$ cat src/rtl/io_read_port_fifo.sv
// io_read_port_fifo
// Input buffer for one Octavo I/O read port. A producer pushes words over a
// valid/ready stream; the CPU sees the oldest word and a registered
// empty/full flag, and pops with io_rden. Head word and flag are registered
// so they hold steady between pops across the CPU thread pipeline.
module io_read_port_fifo #(
   parameter int unsigned WORD_WIDTH = 36,
   parameter int unsigned DEPTH      = 8,
   parameter int unsigned ADDR_WIDTH = 3,
   parameter string       RAMSTYLE   = "MLAB, no_rw_check"
) (
   input  logic                  clock,
   input  logic                  reset,
   input  logic [WORD_WIDTH-1:0] in_data,
   input  logic                  in_valid,
   output logic                  in_ready,
   output logic [WORD_WIDTH-1:0] io_read_data,
   output logic                  io_read_EF,
   input  logic                  io_rden,
   output logic [ADDR_WIDTH:0]   fill_count,
   output logic                  underflow
);

   localparam logic [ADDR_WIDTH-1:0] C_PTR_ONE   = ADDR_WIDTH'(1);
   localparam logic [ADDR_WIDTH:0]   C_COUNT_ONE = (ADDR_WIDTH + 1)'(1);

   (* ramstyle = RAMSTYLE *)
   logic [WORD_WIDTH-1:0] r_mem [DEPTH];

   logic [ADDR_WIDTH-1:0] r_wr_ptr;
   logic [ADDR_WIDTH-1:0] r_rd_ptr;
   logic [ADDR_WIDTH:0]   r_count;
   logic                  r_ef;
   logic                  r_underflow;
   logic [WORD_WIDTH-1:0] r_head;

   logic                  w_full;
   logic                  w_in_ready;
   logic                  w_push;
   logic                  w_pop;
   logic [ADDR_WIDTH-1:0] w_rd_ptr_next;
   logic [ADDR_WIDTH:0]   w_count_next;
   logic [WORD_WIDTH-1:0] w_head_next;

   // DEPTH is a power of two, so the count MSB alone marks "full".
   assign w_full        = r_count[ADDR_WIDTH];
   assign w_in_ready    = ~reset & ~w_full;
   assign w_push        = in_valid & w_in_ready;
   assign w_pop         = io_rden & r_ef & ~reset;
   assign w_rd_ptr_next = r_rd_ptr + C_PTR_ONE;

   // Next occupancy and next head word presented to the CPU.
   always_comb begin
      w_count_next = r_count;
      unique case ({w_push, w_pop})
         2'b10:   w_count_next = r_count + C_COUNT_ONE;
         2'b01:   w_count_next = r_count - C_COUNT_ONE;
         default: w_count_next = r_count;
      endcase

      // The head register mirrors r_mem[r_rd_ptr]; when the buffer is empty
      // (or about to become empty) the incoming word bypasses the array, and
      // with nothing to replace it the last word is simply held.
      w_head_next = r_head;
      if (w_pop) begin
         if (r_count > C_COUNT_ONE) begin
            w_head_next = r_mem[w_rd_ptr_next];
         end else if (w_push) begin
            w_head_next = in_data;
         end
      end else if (w_push && (r_count == '0)) begin
         w_head_next = in_data;
      end
   end

   // Storage array write; contents need no reset since pointers gate them.
   always_ff @(posedge clock) begin
      if (w_push) begin
         r_mem[r_wr_ptr] <= in_data;
      end
   end

   // Pointers, occupancy, head register and flags.
   always_ff @(posedge clock) begin
      if (reset) begin
         r_wr_ptr    <= '0;
         r_rd_ptr    <= '0;
         r_count     <= '0;
         r_ef        <= 1'b0;
         r_head      <= '0;
         r_underflow <= 1'b0;
      end else begin
         if (w_push) begin
            r_wr_ptr <= r_wr_ptr + C_PTR_ONE;
         end
         if (w_pop) begin
            r_rd_ptr <= w_rd_ptr_next;
         end
         r_count <= w_count_next;
         r_ef    <= (w_count_next != '0);
         r_head  <= w_head_next;
         if (io_rden && !r_ef) begin
            r_underflow <= 1'b1;
         end
      end
   end

   assign in_ready     = w_in_ready;
   assign io_read_data = r_head;
   assign io_read_EF   = r_ef;
   assign fill_count   = r_count;
   assign underflow    = r_underflow;

endmodule

$ cat config.mk
export PLATFORM = sky130hd
export DESIGN_NAME = io_read_port_fifo
export DESIGN_NICKNAME = d
export VERILOG_FILES = /design/src/rtl/io_read_port_fifo.sv
export SDC_FILE = /design/constraint.sdc
export NUM_CORES = 1
export LEC_CHECK = 0
export CAP_MARGIN = 0
export CORE_MARGIN = 2
export CORE_UTILIZATION = 59
export DETAILED_ROUTE_END_ITERATION = 10
export PLACE_DENSITY = 0.79
export SLEW_MARGIN = 10
export SYNTH_ARGS = -nofsm -noshare
export SYNTH_HDL_FRONTEND = slang
export SYNTH_SLANG_ARGS = --single-unit
$ cat constraint.sdc
create_clock -name clock -period 6.9 [get_ports clock]
set_input_delay 0.69 -clock clock [delete_from_list [all_inputs] [get_ports clock]]
set_output_delay 0.69 -clock clock [all_outputs]
set_load 0.02 [all_outputs]
==> results of run 1 <==
==> power breakdown <==
part	switching (mW)	leakage, nW	internal (mW)
combinational	0.186	1.30	0.167
sequential	0.0434	3.00	2.26
clock	0.716	0.519	1.04
total	0.945	4.81	3.47
==> state kept, by name, indices dropped and copies added, names as in the netlist <==
register and count:
underflow 1, io_read_data 36, r_rd_ptr 3, fill_count 4, r_wr_ptr 3, r_mem 288, io_read_EF 1
==> metrics by stage <==
| stage | area, um^2 | hold slack [ns] |
|---|---|---|
| after CTS | 15300 | 0.467 |
| after detailed placement | 14200 | 0.459 |
| after global routing | 15300 | 0.484 |
| after floorplan | 13100 | 0.440 |
| final | 15300 | 0.468 |
| after global placement | 14200 | 0.446 |
==> cells in the mapped netlist, drive strengths merged <==
library cell | count | share of area (%)
o21ai | 4 | 0.15
clkbuf | 5 | 0.14
nor3 | 5 | 0.19
o31ai | 1 | 0.095
a21oi | 2 | 0.076
o21a | 1 | 0.057
nor2b | 2 | 0.095
buf | 32 | 1.8
nand2b | 5 | 0.24
nor4 | 1 | 0.048
xor2 | 4 | 0.32
o211ai | 2 | 0.19
or2 | 1 | 0.048
nand3b | 1 | 0.057
or3 | 2 | 0.095
a21o | 1 | 0.057
a31oi | 1 | 0.048
a221o | 1 | 0.076
inv | 45 | 1.3
or2b | 1 | 0.057
nand3 | 3 | 0.11
xnor2 | 1 | 0.067
ha | 8 | 0.76
a22o | 1 | 0.067
nor2 | 50 | 1.5
mux2 | 1 | 0.086
or3b | 2 | 0.13
o221ai | 1 | 0.067
a222oi | 1 | 0.076
and3b | 1 | 0.067
nand2 | 7 | 0.20
o22ai | 37 | 1.9
edfxtp | 288 | 66
dfxtp | 48 | 7.3
o32ai | 36 | 4.1
a211oi | 1 | 0.057
mux4 | 72 | 12
==> path summary, 6_finish.rpt <==
check | cells past startpoint | end
max | 6 | io_read_data[29]$_SDFFE_PP0P_
min | 2 | io_read_data[25]$_SDFFE_PP0P_
max reg2reg | 6 | io_read_data[29]$_SDFFE_PP0P_
min reg2reg | 2 | io_read_data[25]$_SDFFE_PP0P_
==> worst max-delay path: stages (launching register included) <==
cell     delay, ns
dfxtp_4       0.99
ha_1          0.40
xor2_4        0.88
buf_4         0.71
mux4_2        0.44
o22ai_1       0.28
o32ai_2       0.13
==> cells by family after synthesis <==
group	count (synthesis)	share of synthesized area (%)
xor+xnor	5	0.392
compound gates	90	6.96
buf+inv	82	3.26
simple gates	81	2.84
fa+ha+maj	8	0.764
flops	336	73.3
mux	73	12.5
==> area by class of cell <==
type	count	area [um^2]
clock buffers	53	1010
flip-flops and latches	336	9610
inverters	45	169
repair buffers	98	941
multi-input cells	257	3150
fillers	1293	6540
well taps	280	350
clock inverters	8	60.1
==> metal layers <==
metal  part of all wire [%]  vias up  GRT usage, %
li1                       -     2922             -
met1                     40     3537          33.4
met2                     50      335          40.0
met3                    7.0       69          4.65
met4                    2.6        0          7.41
met5                      0        -             0
==> results.ini, run 1 <==
[outcome]
status=complete, no violations

[place]
place_ws_ns=2.58
gp_congestion=0.769
dp.cells=1016
post-dp-hpwl_um=14700
numPortBuffers=82

[global_route]
grt_pass1_wl_um=43000
grt_pass1_vias=7281
grt_overflow=0
track_usage_pct=24.2
antenna_found_initial=0
grt_max_degree=46

[critical_path]
worst-r2r-setup-slack_ns=2.89
worstPathArrival_ns=4.33
worstPathMaxFanout=45
startpoint_type=flop
crit_type=flop to flop
crit_required_ns=7.22
critPathLaunch=r_rd_ptr[0]$_SDFFE_PP0N_
timing.rr.start=r_rd_ptr[0]$_SDFFE_PP0N_
end_kind=flop

[worst_hold_path]
hp-start=io_read_data[25]$_SDFFE_PP0P_
hp-class=flop to flop

[route]
first_pass_iters=7
drc=0
drt_iter0_markers=634
routed_wl_um=27900
wl_per_cell_um=25.9
viasPerCell=6.37
vias=6863
antenna_left=0

[timing]
finalCritPeriodShare_pct=58.1
period_needed_ns=4.01
tightest_slew_ns=1.29
hold_viol=0
slew_headroom_pct=14.2
tns_ns=0
fmax_mhz=249
worst_slack_ns=2.89
fin_skew_ns=0.0141
rsz0062_at_grt=no
slew_violations=0
setup_violations=0

[logic_synthesis]
ys_seq_area_share_pct=73.3
syn_area_per_cell_um2=19.4
synth_fp_nets=723
syn_inst=675
ys_types=46
syn_area_um2=13100
ys_seq_elements=336
yosys_warnings=0

[die]
dieArea_um2=23400
start_util_pct=60.0
rows=54
core_um2=21800
ios=83
chipHeight_um=153
fp.dieW_um=153

[layout]
fin_util_pct=70.0
diodes=0
layout.nets=820
drive_above_1_share_pct=22.5
layout_common_cells=edfxtp_1 (288), clkdlybuf4s50_1 (82), mux4_2 (72)
area_growth_pct=16.7
final_cells=1077
layout_commonest_cell=edfxtp_1

[cts]
ctsRootBufferMaster=clkbuf_16
cts_hold_buffers=0
cts_setup_buffers=0
path_clk_slew_ns=0.06
cts_max_level=2
cts.sinks=336
cts_made_buffers=34
cts_tree=built
worstSkewPairLatency_ns=0.51
cts_resized=0
clockBufferDepth=3

[job]
drv_cap=0

[pwr]
peakVddDrop_mv=0.186
finalPower_mw=4.41
leakage_nw=4.81
p_per_area_nw_per_um2=289

No activity file was read; power rests on OpenSTA's default activity.
==> run 2: changes to the inputs <==
--- a/config.mk
+++ b/config.mk
@@ -7,9 +7,9 @@
 export LEC_CHECK = 0
 export CAP_MARGIN = 0
 export CORE_MARGIN = 2
-export CORE_UTILIZATION = 59
+export CORE_UTILIZATION = 53
 export DETAILED_ROUTE_END_ITERATION = 10
-export PLACE_DENSITY = 0.79
+export PLACE_DENSITY = 0.75
 export SLEW_MARGIN = 10
 export SYNTH_ARGS = -nofsm -noshare
 export SYNTH_HDL_FRONTEND = slang
==> constraint.sdc (replaced) <==
create_clock -name clock -period 3.48 [get_ports clock]
set_input_delay 0.348 -clock clock [delete_from_list [all_inputs] [get_ports clock]]
set_output_delay 0.348 -clock clock [all_outputs]
set_load 0.02 [all_outputs]
==> run 2 against run 1 <==
Flip-flop and latch count unchanged. Highest routed layer is now met5. Largest power group unchanged. Utilization down 6.4 points. Worst setup slack worse by 2.3 ns. Register-to-register slack worse by 2.2 ns. Clock power up 100%. Sequential power up 97%. Global-route usage down 3.0 points. First-iteration DRC count up 8.5%. Clock skew about the same. Hold slack worse by 0.0039 ns.
==> results.ini, run 2 (synthesis results as in run 1) <==
[outcome]
status=complete, no violations

[timing]
fmax_mhz=352
tightest_slew_ns=1.25
tns_ns=0
setup_violations=0
hold_viol=0
period_needed_ns=2.84
worst_slack_ns=0.637
slew_headroom_pct=16.9
slew_violations=0
finalCritPeriodShare_pct=81.7
rsz0062_at_grt=no
fin_skew_ns=0.0145

[global_route]
grt_overflow=0
grt_pass1_wl_um=41800
track_usage_pct=21.2
antenna_found_initial=1
grt_max_degree=74
grt_pass1_vias=7242

[place]
place_ws_ns=0.0981
place_area_um2=14400
gp_congestion=0.782
post-dp-hpwl_um=14800
numPortBuffers=82

[die]
rows=57
core_um2=24300
dieArea_um2=26000
start_util_pct=53.9
fp.dieW_um=161
ios=83
chipHeight_um=161

[worst_hold_path]
hp-class=flop to flop

[cts]
clockBufferDepth=3
cts_max_level=2
worstSkewPairLatency_ns=0.50
cts_tree=built
cts.sinks=336
ctsRootBufferMaster=clkbuf_16
path_clk_slew_ns=0.06
cts_setup_buffers=0
cts_hold_buffers=0
cts_resized=0
cts_made_buffers=34

[layout]
layout_common_cells=edfxtp_1 (288), clkdlybuf4s50_1 (82), mux4_2 (72)
drive_above_1_share_pct=23.7
design_area_um2=15500
area_growth_pct=18.1
layout.nets=829
top_register=r_mem
largest_register_ff_count=288
diodes=0
layout_commonest_cell=edfxtp_1

[critical_path]
worstPathArrival_ns=3.15
end_kind=flop
crit_required_ns=3.79
startpoint_type=input pin
worstPathMaxFanout=36
crit_type=input pin to flop

[route]
viasPerCell=6.06
wl_per_cell_um=23.6
drc=0
antenna_left=0
routed_wl_um=26600
vias=6849
drt_iter0_markers=688
first_pass_iters=5

[pwr]
finalPower_mw=8.79
peakVddDrop_mv=0.303
p_per_area_nw_per_um2=568
leakage_nw=4.87

[job]
drv_cap=0

-- run 2: cell types whose count changed in the layout (fill, tap and decap cells not counted), sizes merged --
cell	before	now
bufinv	1	3
buf	16	25
clkinvlp	0	3
inv	45	46
clkbuf	53	46
clkinv	7	8
-- run 2: through the flow --
| stage | cells | hold WS [ns] | utilization, % |
|---|---|---|---|
| after floorplan | 675 | 0.417 | - |
| after global placement | 1069 | 0.440 | 59.2 |
| after detailed placement | 1069 | 0.446 | 59.2 |
| after CTS | 1130 | 0.462 | 63.6 |
| after global routing | 1130 | 0.479 | 63.6 |
| final | 1130 | 0.464 | 63.6 |
-- run 2: critical path, cell delays in order --
cell	delay, ns
clkdlybuf4s50_1	0.65
and3b_1	0.36
ha_1	0.30
o31ai_2	0.24
a21o_2	0.99
o32ai_1	0.25
-- run 2: path summary, 6_finish.rpt --
check	startpoint	to	slack, ns	depth (start not counted)
hold reg to reg	io_read_data[16]$_SDFFE_PP0P_	io_read_data[16]$_SDFFE_PP0P_	0.46	2
setup reg to reg	fill_count[0]$_SDFF_PP0_	io_read_data[12]$_SDFFE_PP0P_	0.68	6
hold / removal	io_read_data[16]$_SDFFE_PP0P_	io_read_data[16]$_SDFFE_PP0P_	0.46	2
setup / recovery	reset	io_read_data[12]$_SDFFE_PP0P_	0.64	6
-- run 2: routing by layer --
layer  share of wire (%)  GRT usage [%]
met1                  40           29.2
met2                  50           35.2
met3                 7.1           4.11
met4                 1.9           6.17
met5               0.045              0
-- run 2: final cells by class --
class / count / area [um^2]
Multi-Input combinational cell: 257 / 3160
Fill cell: 1566 / 8840
Clock inverter: 15 / 155
Clock buffer: 46 / 927
Sequential cell: 336 / 9610
Timing Repair Buffer: 107 / 1050
Inverter: 45 / 169
Tap cell: 324 / 405
-- run 2: power breakdown --
part	total, mW	switching (mW)	internal [mW]
logic	0.729	0.390	0.339
registers	4.54	0.0581	4.48
clock network	3.53	1.43	2.10
total	8.79	1.88	6.92
==> run 3: changes to the inputs <==
==> constraint.sdc (replaced) <==
create_clock -name clock -period 2.4 [get_ports clock]
set_input_delay 0.24 -clock clock [delete_from_list [all_inputs] [get_ports clock]]
set_output_delay 0.24 -clock clock [all_outputs]
set_load 0.02 [all_outputs]
==> run 3 against run 2 <==
Via count rose by 1.2%. Sequential power up 45%. Hold slack lost 0.00092 ns. First-iteration DRC count decreased by 15%. Final cell count grew 1.4%. Critical path depth increased by 2. Sequential share of layout area decreased by 1.5 points. Register-to-register slack got worse by 0.55 ns. Global-route usage rose by 1.1 points. Clock skew is 0.0035 ns lower. Largest cell class unchanged.
==> results.ini, run 3 (synthesis results as in run 1) <==
[critical_path]
worstPathMaxFanout=22
crit_chain=inv_1, ha_1, nor2_1, buf_4, o21a_2, buf_4, nor2_1, o32ai_1
crit_type=flop to flop
timing.rr.start=fill_count[0]$_SDFF_PP0_
critical-path-top-delay-family=buffers and inverters
startpoint_type=flop
slowest_stage=dfxtp_1
worst-r2r-setup-slack_ns=0.13
critPathBufInv=3
worst-path-stages=8
max_stage_delay_ns=0.45
crit_required_ns=2.79
rr_worst_depth=8
end_kind=flop
r2r-end=io_read_data[35]$_SDFFE_PP0P_
worstPathArrival_ns=2.66

[place]
post-dp-hpwl_um=15900
gp_congestion=0.803
place_area_um2=14700
numPortBuffers=82

[route]
first_pass_iters=5
antenna_left=0
vias=6932
drc=0
viasPerCell=6.05
wl_per_cell_um=24.7
drt_iter0_markers=588
routed_wl_um=28300

[timing]
finalCritPeriodShare_pct=94.7
setup_violations=0
rsz0062_at_grt=no
hold_ws_ns=0.463
fmax_mhz=440
tns_ns=0
fin_skew_ns=0.0110
slew_violations=0
tightest_slew_ns=0.723
slew_headroom_pct=51.5
hold_viol=0
period_needed_ns=2.27

[cts]
cts_tree=built
cts_resized=0
ctsRootBufferMaster=clkbuf_16
worstSkewPairLatency_ns=0.51
cts.sinks=336
cts_made_buffers=35
cts_max_level=2
clockBufferDepth=3
path_clk_slew_ns=0.06
cts_hold_buffers=0
cts_setup_buffers=0

[global_route]
track_usage_pct=22.3
grt_pass1_vias=7536
grt_max_degree=74
grt_pass1_wl_um=43600
antenna_found_initial=2
grt_overflow=0

[layout]
regArea_um2=9610
multi_input_area_um2=3180
top_register=r_mem
drive_above_1_share_pct=25.2
layout_common_cells=edfxtp_1 (288), clkdlybuf4s50_1 (82), mux4_2 (72)
num-fill-cells=1522
largest_register_ff_count=288
area_growth_pct=21.0
layout_commonest_cell=edfxtp_1
design_area_um2=15900
layout.nets=843

[die]
fp.dieW_um=161
core_um2=24300
start_util_pct=53.9
dieArea_um2=26000
rows=57
chipHeight_um=161
ios=83

[pwr]
swShare_pct=21.5
power_frac_clock_pct=40.6
switching_power_mw=2.79
pwr-share-seq_pct=50.8
p_per_area_nw_per_um2=818
internal-power_mw=10.2
leakage_nw=5.01
peakVddDrop_mv=0.394
combinationalPowerShare_pct=8.6
finalPower_mw=13.0

[outcome]
status=complete, no violations

[worst_hold_path]
min_to=r_rd_ptr[1]$_SDFFE_PP0N_
holdPathStages=2
hp-class=flop to flop
hp-start=r_rd_ptr[1]$_SDFFE_PP0N_

[job]
drv_cap=0

==> run 3: cell count changes in the layout (fill, tap and decap cells not counted), sizes merged <==
cell,previous run,this run
inv,46,45
diode,0,1
clkbuf,46,56
buf,25,38
bufinv,3,2
clkinv,8,2
==> run 3: cell type report <==
| class | instances | area share (%) |
|---|---|---|
| Tap cell | 324 | 2.56 |
| Inverter | 45 | 1.07 |
| Sequential cell | 336 | 60.7 |
| Multi-Input combinational cell | 257 | 20.1 |
| Timing Repair Buffer | 120 | 8.56 |
| Clock inverter | 7 | 0.584 |
| Antenna cell | 1 | 0.0158 |
| Clock buffer | 56 | 6.48 |
==> run 3: worst max-delay path by stage <==
stage                                        start                            end
after CTS                 fill_count[0]$_SDFF_PP0_  io_read_data[35]$_SDFFE_PP0P_
after detailed placement                     reset          io_read_EF$_SDFF_PP0_
after global routing      fill_count[0]$_SDFF_PP0_  io_read_data[35]$_SDFFE_PP0P_
after global placement                       reset          io_read_EF$_SDFF_PP0_
after floorplan           fill_count[3]$_SDFF_PP0_          r_mem[3][0]$_DFFE_PP_
final                     fill_count[0]$_SDFF_PP0_  io_read_data[35]$_SDFFE_PP0P_
==> run 3: routing by layer <==
layer,wire [um],track usage [%],share of wire [%]
met3,1690,4.24,6.0
met1,11400,29.6,40
met5,13,0,0.046
met2,14600,37.8,51
met4,678,7.35,2.4
==> run 3: worst register-to-register path, delay by kind of cell, from the launching register on <==
kind	cells	cell delay (ns)
AO/OA/AOI/OAI	2	0.46
adder cells (fa/ha/maj)	1	0.24
buffers and inverters	3	0.66
flip-flops	1	0.45
AND/OR/NAND/NOR	2	0.34
==> run 3: power by group through the flow <==
stage          Sequential [mW]  Clock (mW)  Combinational [mW]
2_1_floorplan             6.79           0               0.543
3_3_place_gp              6.69           0                1.07
3_5_place_dp              6.70           0                1.11
6_report                  6.59        5.27                1.12
5_1_grt                   6.60        5.54                1.19
4_1_cts                   6.59        5.33                1.13
==> run 3: through the flow <==
| step | instances | utilization, % | setup WS (ns) |
|---|---|---|---|
| floorplan | 675 | - | -0.351 |
| global placement | 1082 | 60.6 | -0.0346 |
| detailed placement | 1082 | 60.6 | -0.124 |
| CTS | 1145 | 65.2 | 0.145 |
| global route | 1146 | 65.2 | 0.0202 |
| finish | 1146 | 65.2 | 0.128 |
